--- src/rtl/addsub_pkg.sv ---
// Shared definitions for the add/subtract pipeline: operation encodings.
package addsub_pkg;

    localparam int OP_W = 2;

    typedef enum logic [OP_W-1:0] {
        OP_ADD  = 2'b00,
        OP_SUB  = 2'b01,
        OP_ACC  = 2'b10,
        OP_LOAD = 2'b11
    } op_t;

endpackage

--- src/rtl/addsub_sat_core.sv ---
// Signed WIDTH-bit add/subtract with one guard bit, overflow detection and
// optional clamping to the most positive / most negative representable value.
module addsub_sat_core #(
    parameter int WIDTH = 32,
    parameter bit SAT   = 1'b1
) (
    input  logic [WIDTH-1:0] x,
    input  logic [WIDTH-1:0] y,
    input  logic             sub,
    output logic [WIDTH-1:0] value,
    output logic             ovf
);

    // Clamp value for the direction of the overflow (neg = result went below min).
    function automatic logic [WIDTH-1:0] clamp_value(input logic neg);
        logic [WIDTH-1:0] v;
        if (neg) begin
            v = {1'b1, {(WIDTH-1){1'b0}}};
        end else begin
            v = {1'b0, {(WIDTH-1){1'b1}}};
        end
        return v;
    endfunction

    logic [WIDTH:0] x_ext_s;
    logic [WIDTH:0] y_ext_s;
    logic [WIDTH:0] sum_s;

    // Guard-bit arithmetic: a mismatch between the two top bits means the true
    // result does not fit in WIDTH bits; the guard bit gives the true sign.
    always_comb begin
        x_ext_s = {x[WIDTH-1], x};
        y_ext_s = {y[WIDTH-1], y};
        if (sub) begin
            sum_s = x_ext_s - y_ext_s;
        end else begin
            sum_s = x_ext_s + y_ext_s;
        end
        ovf = sum_s[WIDTH] ^ sum_s[WIDTH-1];
        if (SAT && ovf) begin
            value = clamp_value(sum_s[WIDTH]);
        end else begin
            value = sum_s[WIDTH-1:0];
        end
    end

endmodule

--- src/rtl/addsub_pipe.sv ---
// Two-stage signed add/subtract/accumulate pipeline with valid/ready on both
// sides. Stage 1 computes on accept; stage 2 is the output register.
module addsub_pipe
    import addsub_pkg::*;
#(
    parameter int WIDTH = 32,
    parameter bit SAT   = 1'b1
) (
    input  logic             clk,
    input  logic             reset_n,
    input  logic             in_valid,
    output logic             in_ready,
    input  logic [WIDTH-1:0] a,
    input  logic [WIDTH-1:0] b,
    input  logic [1:0]       op,
    output logic             out_valid,
    input  logic             out_ready,
    output logic [WIDTH-1:0] result,
    output logic             ovf
);

    op_t              op_s;
    logic [WIDTH-1:0] core_x_s;
    logic [WIDTH-1:0] core_y_s;
    logic             core_sub_s;
    logic [WIDTH-1:0] core_value_s;
    logic             core_ovf_s;
    logic             accept_s;
    logic             s2_load_s;

    logic             s1_valid_r;
    logic [WIDTH-1:0] s1_value_r;
    logic             s1_ovf_r;
    logic             s2_valid_r;
    logic [WIDTH-1:0] s2_value_r;
    logic             s2_ovf_r;
    logic [WIDTH-1:0] acc_r;

    // Stage 1 drains into stage 2 whenever stage 2 is empty or being read out.
    assign s2_load_s = s1_valid_r && (!s2_valid_r || out_ready);
    // No dependence on in_valid, so upstream sees no combinational loop.
    assign in_ready  = !s1_valid_r || !s2_valid_r || out_ready;
    assign accept_s  = in_valid && in_ready;

    // Operand routing: ACC adds a to the accumulator; LOAD passes a through as
    // a+0, which can never overflow, so ovf comes out 0 without a bypass.
    always_comb begin
        op_s       = op_t'(op);
        core_x_s   = a;
        core_y_s   = b;
        core_sub_s = 1'b0;
        case (op_s)
            OP_ADD: begin
                core_x_s = a;
                core_y_s = b;
            end
            OP_SUB: begin
                core_sub_s = 1'b1;
            end
            OP_ACC: begin
                core_x_s = acc_r;
                core_y_s = a;
            end
            OP_LOAD: begin
                core_x_s = a;
                core_y_s = {WIDTH{1'b0}};
            end
            default: begin
                core_x_s = a;
                core_y_s = b;
            end
        endcase
    end

    addsub_sat_core #(
        .WIDTH (WIDTH),
        .SAT   (SAT)
    ) u_core (
        .x     (core_x_s),
        .y     (core_y_s),
        .sub   (core_sub_s),
        .value (core_value_s),
        .ovf   (core_ovf_s)
    );

    // Stage 1 register: captures on accept, empties when drained and not refilled.
    always_ff @(posedge clk or negedge reset_n) begin
        if (!reset_n) begin
            s1_valid_r <= 1'b0;
            s1_value_r <= {WIDTH{1'b0}};
            s1_ovf_r   <= 1'b0;
        end else if (accept_s) begin
            s1_valid_r <= 1'b1;
            s1_value_r <= core_value_s;
            s1_ovf_r   <= core_ovf_s;
        end else if (s2_load_s) begin
            s1_valid_r <= 1'b0;
        end
    end

    // Stage 2 (output) register: data only changes on load, so it holds under stall.
    always_ff @(posedge clk or negedge reset_n) begin
        if (!reset_n) begin
            s2_valid_r <= 1'b0;
            s2_value_r <= {WIDTH{1'b0}};
            s2_ovf_r   <= 1'b0;
        end else if (s2_load_s) begin
            s2_valid_r <= 1'b1;
            s2_value_r <= s1_value_r;
            s2_ovf_r   <= s1_ovf_r;
        end else if (out_ready) begin
            s2_valid_r <= 1'b0;
        end
    end

    // Accumulator takes the final (clamped or wrapped) value on the accept edge,
    // so the next ACC beat in the following cycle already sees it.
    always_ff @(posedge clk or negedge reset_n) begin
        if (!reset_n) begin
            acc_r <= {WIDTH{1'b0}};
        end else if (accept_s && ((op_s == OP_ACC) || (op_s == OP_LOAD))) begin
            acc_r <= core_value_s;
        end
    end

    assign out_valid = s2_valid_r;
    assign result    = s2_value_r;
    assign ovf       = s2_ovf_r;

endmodule

--- config.mk ---
export PLATFORM = sky130hd
export DESIGN_NAME = addsub_pipe
export DESIGN_NICKNAME = d
export VERILOG_FILES = /design/src/rtl/addsub_pkg.sv /design/src/rtl/addsub_sat_core.sv /design/src/rtl/addsub_pipe.sv
export SDC_FILE = /design/constraint.sdc
export NUM_CORES = 1
export LEC_CHECK = 0
export ABC_AREA = 1
export CORE_ASPECT_RATIO = 0.8
export CORE_MARGIN = 3
export CORE_UTILIZATION = 30
export DETAILED_ROUTE_END_ITERATION = 6
export PLACE_DENSITY = 0.46
export SLEW_MARGIN = 20
export SYNTH_ARGS = -nofsm -noshare
export SYNTH_HDL_FRONTEND = slang
export SYNTH_SLANG_ARGS = --single-unit
export TNS_END_PERCENT = 10
--- constraint.sdc ---
create_clock -name clk -period 3.35 [get_ports clk]
set_clock_uncertainty 0.1 [all_clocks]
set_input_delay 0.335 -clock clk [delete_from_list [all_inputs] [get_ports clk]]
set_output_delay 0.335 -clock clk [all_outputs]
set_load 0.005 [all_outputs]
==> results of run 1 <==
[per-layer routing]
metal	part of all wire, %	vias up	global-route usage [%]
met5	0	-	0
met4	1.3	0	3.90
met3	2.9	20	2.63
met2	46	125	31.8
met1	50	3840	27.7
li1	-	4316	-
[flip-flops by register name, indices dropped and copies added, names as in the netlist]
signal,count
acc_r,32
result,32
s1_value_r,32
out_valid,1
ovf,1
s1_ovf_r,1
s1_valid_r,1
[cell type report]
| type | count | share of cell area [%] |
|---|---|---|
| Multi-Input combinational cell | 923 | 42.9 |
| Timing Repair Buffer | 391 | 28.3 |
| Sequential cell | 100 | 20.9 |
| Tap cell | 318 | 3.32 |
| Inverter | 66 | 2.15 |
| Clock buffer | 11 | 2.11 |
| Clock inverter | 5 | 0.334 |
[power groups by stage]
stage	clock network (mW)	logic [mW]	registers, mW
finish	1.04	4.01	2.07
global placement	0	3.59	2.09
global route	1.12	4.45	2.15
CTS	1.07	3.99	2.08
floorplan	0	1.93	2.02
detailed placement	0	3.59	2.10
[repair_timing]
| action | 4_1_cts | 5_1_grt |
|---|---|---|
| gates cloned | 4 | 0 |
| hold buffers | 1 | 0 |
| pin swaps | 49 | 4 |
| buffers inserted | 33 | 2 |
| resized for setup | 130 | 27 |
| endpoints found under the setup margin | 65 | 65 |
| endpoints found under the hold margin | 56 | 0 |
[synthesized netlist by cell type]
cell       count  area, um^2
xor2_1        38         333
a211oi_1       1        7.51
o22ai_1        2        12.5
buf_6         11         124
o2111ai_1      1        8.76
inv_1         63         236
a21oi_1       44         220
nor2_2         7        43.8
buf_1          3        11.3
nand3b_1       1        7.51
nand4_1       14        87.6
ha_1          33         413
o21ai_1        2        10.0
mux2_2        33         372
nand3_2        3        30.0
or2_2          1        6.26
xnor2_1       18         158
nand2_1      495        1860
fa_1           1        20.0
a21o_1         6        45.0
nor3_1         3        15.0
o31ai_1        1        7.51
buf_2          7        35.0
inv_2          2        7.51
nand3_4        1        17.5
nor2_1        89         334
o211ai_1       1        7.51
o21ai_0       32         160
nor4_1         4        25.0
nand3_1       48         240
clkbuf_1      18        67.6
clkinv_1       1        3.75
and2_1         1        6.26
a31oi_1        3        18.8
nand2_2       33         206
o21a_1         1        7.51
o21bai_1       6        45.0
dfrtp_1      100        2500
[final timing paths]
check                                from              to  slack (ns)
setup / recovery                    op[0]       acc_r[30]       -0.48
max in group asynchronous         reset_n      result[31]        1.84
setup reg to reg                 acc_r[0]       acc_r[30]        0.32
hold reg to reg            s1_value_r[15]  s1_value_r[15]        0.38
hold / removal             s1_value_r[15]  s1_value_r[15]        0.38
min in group asynchronous         reset_n        acc_r[6]        0.48
[cell families (layout without fill, tap and decap cells)]
group	count (synthesis)	after routing	share of synthesized area, %
AOI/OAI and AO/OA	100	100	7.14
muxes	33	33	4.82
xor gates and xnor gates	56	56	6.36
DFF	100	100	32.5
and+or+nand+nor	700	700	37.3
buffers and inverters	105	473	6.30
adders and majority gates	34	34	5.61
[worst min-delay path, stage by stage, from the launching register on]
cell and delay (ns):
dfrtp_1 0.35, nand2_1 0.05, nand2_1 0.04
[per-stage QoR]
step	TNS [ns]	std cells	setup WS (ns)	hold slack [ns]
2_1_floorplan	-15.28	1128	-0.250	-0.0606
3_3_place_gp	-84.07	1759	-1.33	0.351
3_5_place_dp	-85.35	1759	-1.35	0.354
4_1_cts	-18.02	1812	-0.307	0.382
5_1_grt	-42.71	1814	-0.706	0.398
6_report	-28.27	1814	-0.481	0.377
==> run metrics, run 1 <==
Min Clock Period, post-route 3.83 ns; fin util around 48%; Vias per Instance approximately 4.6; Mean Syn Cell Area roughly 6.8 um^2; Logic pwr share between 50% and 60%; syn_nets roughly 1200; WL per Instance about 15 um; Finished Cell Area approximately 12000 um^2; Crit. End Element flip-flop; Peak VDD IR 0.332 mV; final setup margin -0.481 ns; Clock Tree Buf Depth 2; Crit Path Class in -> reg; Buf/Inv on CP 7; IO Port Bufs approximately 100; vias in the first global route between 8000 and 9000; Via Count 8301; Mapped Cells about 1100; area of the multi-input gates ~5000 um^2; worst-margin pin slew approximately 1.0 ns; Flop pwr share between 20% and 30%; cell count along the critical path 29; num rows 51; most frequent cells in the layout nand2_1 (458), buf_4 (268), dfrtp_1 (100), clkdlybuf4s50_1 (84), nor2_1 (74); layout filler cell count roughly 2600; pin count of the biggest net entering global routing 59; total track usage 19.5%; first-pass GRT wire length ~43000 um; Die H ~150 um; Synth Warn # 0; CP startpoint kind primary input; clk_lat worst skew roughly 0.35 ns; CTS root buffer clkbuf_16; critical path required time 3.49 ns; Post-DP Area 10900 um^2; Fin. Hold Viols 0; R2R depth 20; Register Area about 2500 um^2; antenna violations before repair 0; Netlist cell types 38; Pwr per Cell Area approximately 590 nW/um^2; Inserted Diodes 0; Final GP Congestion between 0.8 and 0.9; RSZ-0062 raised after global routing yes; slowest stage delay, CP approximately 0.32 ns; Mapped Area just under 8000 um^2; family with the most delay on the worst path simple AND/OR/NAND/NOR gates; H-tree depth 3; period utilization 114%; commonest non-fill, non-tap cell in the layout nand2_1; Static Leak about 6.3 nW; die area 27700 um^2; failing checks setup timing; Net Sw Frac around two fifths; TritonCTS Buffers 9; Max Cap Violations 0; WP data arrival 3.97 ns; Reg clk slew, reported paths 0.07 ns; cell mode on critical path nand2_1; starting density of the core between 30% and 40%; core area between 20000 and 25000 um^2; Int Power ~4.4 mW; layout cells sized above 1 a little under a third; Ports between 100 and 150; hold depth 2; Seq/Total Area, Yosys roughly a third; Pwr Total a little over 7 mW; residual DRC count 0; nets about 1600; Layout area overhead 55.4%; clock sink count 100; Psw about 2.7 mW; crit path max fanout 6; post-route ant nets 0; Die W approximately 190 um; fin. max-slew vios 0; final setup vio count between 60 and 70; DR iter-0 viols between 300 and 400; Pre-Repair DR Iteration Count 5; part of the power in the clock network between 10% and 20%; status finished with violations; GR Overflow Total 0; CTS tree yes; FMAX about 0.26 GHz; synthesized flop and latch total 100; Crit-path slowest cell ha_1; worst hold path class reg -> reg; final WL about 26000 um; worst rel slew slack roughly 32%; DP Wirelength approximately 21000 um
No activity file was read; power rests on OpenSTA's default activity.
==> run 2: changes to the inputs <==
--- a/config.mk
+++ b/config.mk
@@ -9,6 +9,7 @@
 export CORE_ASPECT_RATIO = 0.8
 export CORE_MARGIN = 3
 export CORE_UTILIZATION = 30
+export CTS_BUF_LIST = sky130_fd_sc_hd__clkbuf_8
 export DETAILED_ROUTE_END_ITERATION = 6
 export PLACE_DENSITY = 0.46
 export SLEW_MARGIN = 20
==> run metrics, run 2 (same netlist as run 1, synthesis figures left out) <==
FMAX 0.258 GHz (-1.3%); Final GP Congestion 0.884 (unchanged); part of the power in the clock network 10.8% (-3.8 points); Die W 185 um (unchanged); Vias per Instance 4.62 (+0.85%); Final Non-Filler Cells 1821 (+0.39%); clock sink count 100 (unchanged); post-route ant nets 0 (unchanged); TritonCTS Buffers 9 (unchanged); CTS tree yes; Layout area overhead 57.2%; Flop pwr share 29.1% (about the same); worst rel slew slack 30.5% (-1.6 points); Min Clock Period, post-route 3.88 ns (+0.0487 ns); commonest non-fill, non-tap cell in the layout nand2_1; total track usage 19.9% (+0.41 points); num rows 51 (unchanged); area of the multi-input gates 5200 um^2 (+1.1%); pin count of the biggest net entering global routing 59 (unchanged); H-tree depth 3 (unchanged); Inserted Diodes 0 (unchanged); Max Cap Violations 0 (unchanged); cell mode on critical path nand2_1; Clock Tree Buf Depth 2 (unchanged); DP Wirelength 20800 um (unchanged); layout filler cell count 2556 (-0.16%); Reg clk slew, reported paths 0.10 ns (+0.03 ns); Psw 2.78 mW (+2.6%); layout cells sized above 1 33.1% (+1.2 points); core area 24800 um^2 (unchanged); Place WS -1.35 ns (unchanged); slowest stage delay, CP 0.33 ns (about the same); Int Power 4.32 mW (-1.9%); WP data arrival 4.09 ns (+0.12 ns); antenna violations before repair 0 (unchanged); worst-margin pin slew 1.04 ns (+0.0234 ns); vias in the first global route 8294 (+1.8%); first-pass GRT wire length 43500 um (+2.4%); fin. max-slew vios 0 (unchanged); WL per Instance 14.8 um (+1.7%); RSZ-0062 raised after global routing yes; Pwr per Cell Area 586 nW/um^2 (-1.3%); Ports 105 (unchanged); Pwr Total 7.10 mW (-0.23%); critical path required time 3.56 ns (+0.07 ns); GR Overflow Total 0 (unchanged); Via Count 8404 (+1.2%); Post-DP Area 10900 um^2 (unchanged); CTS root buffer clkbuf_8; Crit. End Element flip-flop; crit path max fanout 7 (+1); die area 27700 um^2 (unchanged); Static Leak 6.32 nW (+0.99%); clk_lat worst skew 0.38 ns (+0.03 ns); period utilization 116% (+1.5 points); nets 1602 (+0.44%); starting density of the core 31.1% (unchanged); Post-Place Cells 1759 (unchanged); IO Port Bufs 104 (unchanged); WHS 0.387 ns (+0.0100 ns); final setup vio count 65 (unchanged); residual DRC count 0 (unchanged); most frequent cells in the layout nand2_1 (442), buf_4 (263), dfrtp_1 (100), clkdlybuf4s50_1 (84), nor2_1 (75); Register Area 2500 um^2 (unchanged); Die H 149 um (unchanged); failing checks setup timing; status finished with violations; Logic pwr share 60.0% (+3.7 points); Peak VDD IR 0.319 mV (-3.9%); worst hold path class reg -> reg; final WL 26900 um (+2.1%); Fin. Hold Viols 0 (unchanged); Crit Path Class in -> reg; Finished Cell Area 12100 um^2 (+1.1%); Net Sw Frac 39.2% (+1.1 points); CP startpoint kind primary input; Pre-Repair DR Iteration Count 5 (unchanged); Crit-path slowest cell ha_1; DR iter-0 viols 368 (-5.2%); final setup margin -0.530 ns (-0.0487 ns)
run 2: per-stage QoR:
stage | setup TNS [ns] | util, %
6_report | -32.29 | 48.8
2_1_floorplan | -15.28 | -
5_1_grt | -49.21 | 48.8
4_1_cts | -23.14 | 48.0
3_5_place_dp | -85.35 | 43.9
3_3_place_gp | -84.07 | 43.9
run 2: power by group through the flow:
stage                     Sequential [mW]  Combinational [mW]  Clock (mW)
after detailed placement             2.10                3.59           0
after global placement               2.09                3.59           0
final                                2.07                4.26       0.769
after CTS                            2.08                4.16       0.810
after global routing                 2.15                4.71       0.845
after floorplan                      2.02                1.93           0
run 2: per-layer routing:
metal  GRT usage, %  wire (um)  up-vias
met1           28.2      13100     3903
met2           32.8      12600      149
li1               -          -     4329
met5              0          0        -
met3           2.85        975       23
met4           3.04        243        0
run 2: worst max-delay path, delay by kind of cell:
family	cells	cell delay [ns]
AND/OR/NAND/NOR	16	1.79
buffers and inverters	7	0.85
AO/OA/AOI/OAI	4	0.59
adder cells (fa/ha/maj)	1	0.33
XOR/XNOR	1	0.19
run 2: repair_timing:
item / in CTS / in global routing
cloned: 7 / 0
hold endpoints to repair: 56 / 0
buffers inserted: 35 / 4
resized for setup: 142 / 43
hold buffers: 1 / 0
pin swaps: 51 / 33
setup endpoints to repair: 65 / 65
run 2: layout make-up:
cell class | count | share of cell area (%)
clock buffer | 11 | 1.25
clock inverter | 5 | 0.330
inverter | 66 | 2.13
multi-input combinational | 923 | 42.9
sequential | 100 | 20.6
tap | 318 | 3.28
timing repair buffer | 398 | 29.4
run 2: worst paths after layout:
check                      slack (ns)      startpoint              to  depth (start not counted)
setup / recovery                -0.53           op[0]       acc_r[30]                         29
setup reg to reg                 0.23        acc_r[0]       acc_r[30]                         20
min in group asynchronous        0.46         reset_n        acc_r[6]                          2
hold / removal                   0.39  s1_value_r[11]  s1_value_r[11]                          2
max in group asynchronous        1.85         reset_n      result[31]                          3
hold reg to reg                  0.39  s1_value_r[11]  s1_value_r[11]                          2
